[src/rtl/arch_defs_pkg.sv]
// Shared architecture constants for the 8-bit SAP computer, plus the program loader's
// sync byte and state encoding.
package arch_defs_pkg;

  localparam int ADDR_WIDTH = 4;
  localparam int DATA_WIDTH = 8;

  localparam logic [DATA_WIDTH-1:0] LOADER_SYNC_BYTE = 8'hA5;

  typedef enum logic [2:0] {
    ST_IDLE,
    ST_LEN,
    ST_DATA,
    ST_CSUM,
    ST_DONE,
    ST_ERROR
  } loader_state_t;

endpackage

[src/rtl/loader_timeout_counter.sv]
// Inter-byte watchdog for the program loader: a down-counter reloaded on every byte or
// while disabled; expired is the terminal count while enabled and not being cleared.
module loader_timeout_counter #(
  parameter int unsigned CYCLES = 100000
) (
  input  logic clk,
  input  logic reset,
  input  logic enable,
  input  logic clear,
  output logic expired
);

  localparam int CW = (CYCLES > 1) ? $clog2(CYCLES) : 1;
  localparam logic [CW-1:0] LOAD = CW'(CYCLES - 1);

  logic [CW-1:0] count_q, count_d;

  always_comb begin
    count_d = count_q;
    if (!enable || clear) begin
      count_d = LOAD;
    end else if (count_q != '0) begin
      count_d = count_q - CW'(1);
    end
  end

  always_ff @(posedge clk or negedge reset) begin
    if (!reset) begin
      count_q <= LOAD;
    end else begin
      count_q <= count_d;
    end
  end

  // Reload after a byte leaves count = CYCLES-1, so expiry lands CYCLES edges later.
  assign expired = enable && !clear && (count_q == '0);

endmodule

[src/rtl/program_loader.sv]
// Boot-stage loader: parses A5 / N / data / checksum frames into program RAM and holds the
// CPU in reset until a verified image is in place. Inter-byte timeout under PROGRAM_LOADER_TIMEOUT_EN.
//
// state    | meaning
// ST_IDLE  | waiting for sync byte, other bytes ignored
// ST_LEN   | next byte is the image length N
// ST_DATA  | writing data bytes to RAM, accumulating checksum
// ST_CSUM  | next byte is compared against the running sum
// ST_DONE  | image verified, CPU released, input ignored until reset
// ST_ERROR | load failed, a sync byte restarts at ST_LEN
module program_loader #(
  parameter int          ADDR_WIDTH     = arch_defs_pkg::ADDR_WIDTH,
  parameter int unsigned TIMEOUT_CYCLES = 100000
) (
  input  logic                                clk,
  input  logic                                reset,
  input  logic [arch_defs_pkg::DATA_WIDTH-1:0] rx_data,
  input  logic                                rx_valid,
  output logic                                ram_we,
  output logic [ADDR_WIDTH-1:0]               ram_addr,
  output logic [arch_defs_pkg::DATA_WIDTH-1:0] ram_wdata,
  output logic                                cpu_hold,
  output logic                                load_done,
  output logic                                load_error
);
  import arch_defs_pkg::*;

  localparam int          CW    = ADDR_WIDTH + 1;
  localparam logic [31:0] DEPTH = 32'd1 << ADDR_WIDTH;

  if (TIMEOUT_CYCLES < 1) begin : g_bad_timeout
    $error("program_loader: TIMEOUT_CYCLES must be at least 1");
  end

  loader_state_t         state_q, state_d;
  logic [CW-1:0]         len_q, len_d;
  logic [CW-1:0]         cnt_q, cnt_d;
  logic [DATA_WIDTH-1:0] sum_q, sum_d;
  logic                  we_q, we_d;
  logic [ADDR_WIDTH-1:0] addr_q, addr_d;
  logic [DATA_WIDTH-1:0] wdata_q, wdata_d;
  logic                  hold_q, hold_d;
  logic                  done_q, done_d;
  logic                  err_q, err_d;
  logic                  timeout_hit;

`ifdef PROGRAM_LOADER_TIMEOUT_EN
  logic timer_en;
  assign timer_en = (state_q == ST_LEN) || (state_q == ST_DATA) || (state_q == ST_CSUM);

  loader_timeout_counter #(
    .CYCLES(TIMEOUT_CYCLES)
  ) u_timeout (
    .clk    (clk),
    .reset  (reset),
    .enable (timer_en),
    .clear  (rx_valid),
    .expired(timeout_hit)
  );
`else
  assign timeout_hit = 1'b0;
`endif

  always_comb begin
    state_d = state_q;
    len_d   = len_q;
    cnt_d   = cnt_q;
    sum_d   = sum_q;
    we_d    = 1'b0;
    addr_d  = addr_q;
    wdata_d = wdata_q;
    hold_d  = hold_q;
    done_d  = done_q;
    err_d   = err_q;
    if (rx_valid) begin
      unique case (state_q)
        ST_IDLE: begin
          if (rx_data == LOADER_SYNC_BYTE) begin
            state_d = ST_LEN;
            cnt_d   = '0;
            sum_d   = '0;
          end
        end
        ST_LEN: begin
          if (rx_data == '0 || 32'(rx_data) > DEPTH) begin
            state_d = ST_ERROR;
            err_d   = 1'b1;
          end else begin
            len_d   = CW'(rx_data);
            state_d = ST_DATA;
          end
        end
        ST_DATA: begin
          we_d    = 1'b1;
          addr_d  = cnt_q[ADDR_WIDTH-1:0];
          wdata_d = rx_data;
          sum_d   = sum_q + rx_data;
          cnt_d   = cnt_q + CW'(1);
          if (cnt_q + CW'(1) == len_q) begin
            state_d = ST_CSUM;
          end
        end
        ST_CSUM: begin
          if (rx_data == sum_q) begin
            state_d = ST_DONE;
            done_d  = 1'b1;
            hold_d  = 1'b0;
          end else begin
            state_d = ST_ERROR;
            err_d   = 1'b1;
          end
        end
        ST_DONE: begin
        end
        ST_ERROR: begin
          if (rx_data == LOADER_SYNC_BYTE) begin
            state_d = ST_LEN;
            err_d   = 1'b0;
            cnt_d   = '0;
            sum_d   = '0;
          end
        end
        default: begin
          state_d = ST_IDLE;
        end
      endcase
    end else if (timeout_hit) begin
      state_d = ST_ERROR;
      err_d   = 1'b1;
    end
  end

  always_ff @(posedge clk or negedge reset) begin
    if (!reset) begin
      state_q <= ST_IDLE;
      len_q   <= '0;
      cnt_q   <= '0;
      sum_q   <= '0;
      we_q    <= 1'b0;
      addr_q  <= '0;
      wdata_q <= '0;
      hold_q  <= 1'b1;
      done_q  <= 1'b0;
      err_q   <= 1'b0;
    end else begin
      state_q <= state_d;
      len_q   <= len_d;
      cnt_q   <= cnt_d;
      sum_q   <= sum_d;
      we_q    <= we_d;
      addr_q  <= addr_d;
      wdata_q <= wdata_d;
      hold_q  <= hold_d;
      done_q  <= done_d;
      err_q   <= err_d;
    end
  end

  assign ram_we     = we_q;
  assign ram_addr   = addr_q;
  assign ram_wdata  = wdata_q;
  assign cpu_hold   = hold_q;
  assign load_done  = done_q;
  assign load_error = err_q;

endmodule

[config.mk]
export PLATFORM = sky130hd
export DESIGN_NAME = program_loader
export DESIGN_NICKNAME = d
export VERILOG_FILES = /design/src/rtl/arch_defs_pkg.sv /design/src/rtl/loader_timeout_counter.sv /design/src/rtl/program_loader.sv
export SDC_FILE = /design/constraint.sdc
export NUM_CORES = 1
export LEC_CHECK = 0
export CORE_MARGIN = 2
export CORE_UTILIZATION = 47
export CTS_CLUSTER_SIZE = 16
export DETAILED_ROUTE_END_ITERATION = 8
export GPL_TIMING_DRIVEN = 1
export PLACE_DENSITY = 0.75
export SYNTH_ARGS = -nofsm -noshare
export SYNTH_HDL_FRONTEND = slang
export SYNTH_SLANG_ARGS = --single-unit
[constraint.sdc]
create_clock -name clk -period 4.9 [get_ports clk]
set_clock_uncertainty 0.2 [all_clocks]
set_input_delay 0.98 -clock clk [delete_from_list [all_inputs] [get_ports clk]]
set_output_delay 0.98 -clock clk [all_outputs]
set_load 0.02 [all_outputs]
==> flow_results.org <==
** STA
- Setup repair after global routing left no endpoint under its margin.
- Timing would allow up to 0.3187 GHz.
- Final min period :: ~3.1 ns
- Measured against its own limit, the worst slew margin works out to 0.4459.
- Slew of the pin with the lowest slew margin :: 0.8311 ns
- Number of slew-limit violations in the final report :: 0
- Final setup violating endpoints :: 0
- Final worst-path cycle share :: 0.6404
- After routing, the total negative slack on setup checks comes to 0 ns.
- The count of final hold-check violations came to 0.

** Placed design
- The count of buffers added on input and output ports is 26.
- Global placer's final weighted congestion :: around 0.94
- Detailed placement finished with a half-perimeter wire length of between 3 and 4 mm.

** Yosys
- After synthesis the netlist holds a flip-flop and latch count of 37.
- Yosys instantiated no cell more often than sky130_fd_sc_hd__nand2_1.
- Number of enable flip-flop cells after synthesis :: 0
- Top cells by instance count after synthesis :: sky130_fd_sc_hd__nand2_1, sky130_fd_sc_hd__dfrtp_1, sky130_fd_sc_hd__o21ai_0
- Synthesized cell area :: 2031 um2
- The synthesized design spends more area on one cell type than any other, namely sky130_fd_sc_hd__dfrtp_1.
- Of the post-synthesis cell area, the dominant cell type holds 0.4436.
- Counting every net in the synthesized netlist gives between 200 and 250.
- In this run the mean area of a mapped cell was 9.579 um2.
- Number of library cell types mapped by synthesis :: 46
- Of the synthesized area, sequential elements account for 0.4566.
- Biggest area contributors in the synthesized netlist :: sky130_fd_sc_hd__dfrtp_1, sky130_fd_sc_hd__nand2_1, sky130_fd_sc_hd__ha_1
- Yosys warnings :: 0
- Most used flip-flop cell after synthesis :: sky130_fd_sc_hd__dfrtp_1
- For this run, asynchronously set or reset flops after synthesis account for 1.000.
- Counting every instance in the synthesized netlist gives 212.

** Global route
- Summed over all layers, the global routing overflow is 0.
- In the global route stage, overall resource usage came out at 0.1968.
- Number of antenna violations at the first check in global routing :: 0
- First-pass GRT wire length :: roughly 7.6 mm
- Number of global-route vias before repair :: 1,601
- Entering global routing, the biggest net connects 38 pins.

** Floorplan
- 27 I/O pins were placed.
- Width of the die :: between 60 and 70 um
- Floorplan die area :: about 5000 um2
- The initialized floorplan defines 23 standard-cell rows.
- Starting utilization of the core area :: 0.4969
- The core region is 4086 um2.
- Vertical die dimension :: about 70 um

** Clock tree
- Number of CTS-inserted buffers :: 5
- CTS saw 37 sinks.
- Clk Tree Root Cell :: sky130_fd_sc_hd__clkbuf_8
- Post-CTS timing repair inserted 0 buffers for setup.
- Once the clock tree was built, the resizer swapped 0 gates to a different size.
- For the worst-skew pair, the clock arrives at the later sink with an insertion delay of around 0.28 ns.
- The number of hold buffers added after CTS was 0.
- H-Tree Depth :: 2
- TritonCTS built the clock tree.
- After clock tree synthesis, the clock-pin slew on the worst setup and hold paths is ~0.080 ns.
- In this run the deepest clock path goes through 2 buffers.

** Critical path
- The worst setup path is of the in -> reg kind.
- Top fanout value on the critical path :: 5
- Data arrives at the worst endpoint at 3.10 ns.
- STA classifies the critical path startpoint as an input pin.
- Worst Path Required :: ~5 ns
- The setup check on the worst reg-to-reg path leaves a slack of between 2 and 3 ns.
- The worst setup path is captured at a flip-flop.
- Worst R2R Path Depth :: 7

** Detailed routing
- After detailed routing, the number of vias per cell comes to around 5.5.
- Number of violations reported at the end of detailed-routing iteration 0 :: around 100
- Detailed-router iteration count before antenna repair :: 4
- Number of nets still failing antenna checks after routing :: 0
- Vias :: ~1,600
- Routed WL :: around 4.3 mm
- In the final routed layout, each cell accounts on average for around 15 um.
- DR DRC count :: 0

** Flow run
- Across the run, the number of max-cap violations was 0.

** Finish
- In the final layout, the share of cells above drive strength 1 is 0.1079.
- 0 antenna diodes ended up in the layout.
- Summing all multi-input logic gate instances after layout gives between 1000 and 1500 um2.
- Synthesis-to-layout area growth :: 20.58%
- The final layout contains 260 nets.
- Filler cells :: between 300 and 400
- Area occupied by registers :: around 900 um2

** Power and ir drop
- Overall Power :: roughly 1.1 mW
- Dividing total power by cell area gives a power density of roughly 430 nW/um2.
- Static leakage power :: ~1.2 nW
- Worst ir drop on vdd :: approximately 0.32 mV

** Worst hold path
- Hold path cells :: 1
- The path class of the tightest hold or removal check is reg -> reg.

** Outcome
- The run finished with clean final reports.
## state kept, by name, summed over array words and instances, names as in the netlist
register and count:
len_q 5, ram_addr 4, sum_q 8, cnt_q 5, load_done 1, ram_we 1, load_error 1, state_q 3
ram_wdata 8, cpu_hold 1
## area by class of cell
type                    instances  area share
inverters                       4    0.006132
flip-flops and latches         37      0.3786
multi-input cells             164      0.4302
well taps                      50     0.02555
repair buffers                 28      0.1104
clock buffers                   6     0.03373
clock inverters                 2     0.01533
## path summary, 6_finish.rpt
check                           start            to
max reg2reg                  sum_q[0]      sum_q[6]
max in group asynchronous       reset  ram_wdata[3]
max                        rx_data[0]      sum_q[6]
min reg2reg                 load_done     load_done
min in group asynchronous       reset        ram_we
min                         load_done     load_done
## power by group
part | switching, mW | leakage (nW) | internal [mW]
Clock | 0.111 | 0.0574 | 0.166
Sequential | 0.0632 | 0.497 | 0.369
Combinational | 0.176 | 0.617 | 0.168
## metal layers
metal / track usage / part of all wire / up-vias
met3: 0.04070 / 0.038 / 8
met4: 0.06838 / 0.024 / 0
met5: 0 / 0 / -
met2: 0.3248 / 0.49 / 35
met1: 0.2577 / 0.45 / 749
li1: - / - / 795
## critical path, cell delays in order
cell,delay [ns]
sky130_fd_sc_hd__clkdlybuf4s50_1,0.51
sky130_fd_sc_hd__ha_1,0.30
sky130_fd_sc_hd__fa_1,0.41
sky130_fd_sc_hd__a21o_2,0.22
sky130_fd_sc_hd__a21o_1,0.19
sky130_fd_sc_hd__a21oi_1,0.19
sky130_fd_sc_hd__mux2i_1,0.21
sky130_fd_sc_hd__o21ai_0,0.09
## per-stage QoR
step | util | hold WS, ns | std cells | cell area [um2] | setup slack, ns
finish | 0.5992 | 0.2729 | 291 | 2449 | 1.762
global route | 0.5992 | 0.3023 | 291 | 2449 | 1.633
detailed placement | 0.5698 | 0.2622 | 283 | 2328 | 1.463
global placement | 0.5698 | 0.2558 | 283 | 2328 | 1.472
CTS | 0.5992 | 0.2807 | 291 | 2449 | 1.761
floorplan | - | 0.2538 | 212 | 2031 | 2.157
## cells by family after synthesis
logic type | Yosys count | synth area share
DFF | 37 | 0.4566
adders and majority gates | 9 | 0.05915
and+or+nand+nor | 87 | 0.2027
AOI/OAI and AO/OA | 46 | 0.1454
buffers and inverters | 11 | 0.02464
muxes | 7 | 0.04683
xor gates and xnor gates | 15 | 0.06469
## placed cells by master, fill, tap and decap left out, types with 2 or more instances in the layout
master / synthesis / routed
sky130_fd_sc_hd__o31ai_1: 2 / 2
sky130_fd_sc_hd__ha_1: 8 / 8
sky130_fd_sc_hd__xor2_1: 5 / 5
sky130_fd_sc_hd__nor2_1: 7 / 7
sky130_fd_sc_hd__mux2i_1: 2 / 2
sky130_fd_sc_hd__a211o_1: 2 / 2
sky130_fd_sc_hd__clkdlybuf4s50_1: 0 / 25
sky130_fd_sc_hd__nor3_1: 3 / 3
sky130_fd_sc_hd__inv_1: 3 / 3
sky130_fd_sc_hd__mux2_4: 5 / 5
sky130_fd_sc_hd__a31oi_1: 3 / 3
sky130_fd_sc_hd__and4bb_2: 2 / 2
sky130_fd_sc_hd__xnor2_1: 10 / 10
sky130_fd_sc_hd__o21ai_0: 16 / 16
sky130_fd_sc_hd__nand2_1: 56 / 56
sky130_fd_sc_hd__nand3_1: 5 / 5
sky130_fd_sc_hd__o21ai_1: 2 / 2
sky130_fd_sc_hd__a21o_1: 3 / 3
sky130_fd_sc_hd__clkbuf_8: 0 / 6
sky130_fd_sc_hd__a21oi_1: 7 / 7
sky130_fd_sc_hd__dfrtp_1: 36 / 36
sky130_fd_sc_hd__o21a_1: 2 / 2
sky130_fd_sc_hd__buf_4: 1 / 2
sky130_fd_sc_hd__and3_1: 2 / 2
sky130_fd_sc_hd__nor2b_1: 3 / 3
sky130_fd_sc_hd__nor4_1: 2 / 2
No activity file was read; power rests on OpenSTA's default activity.
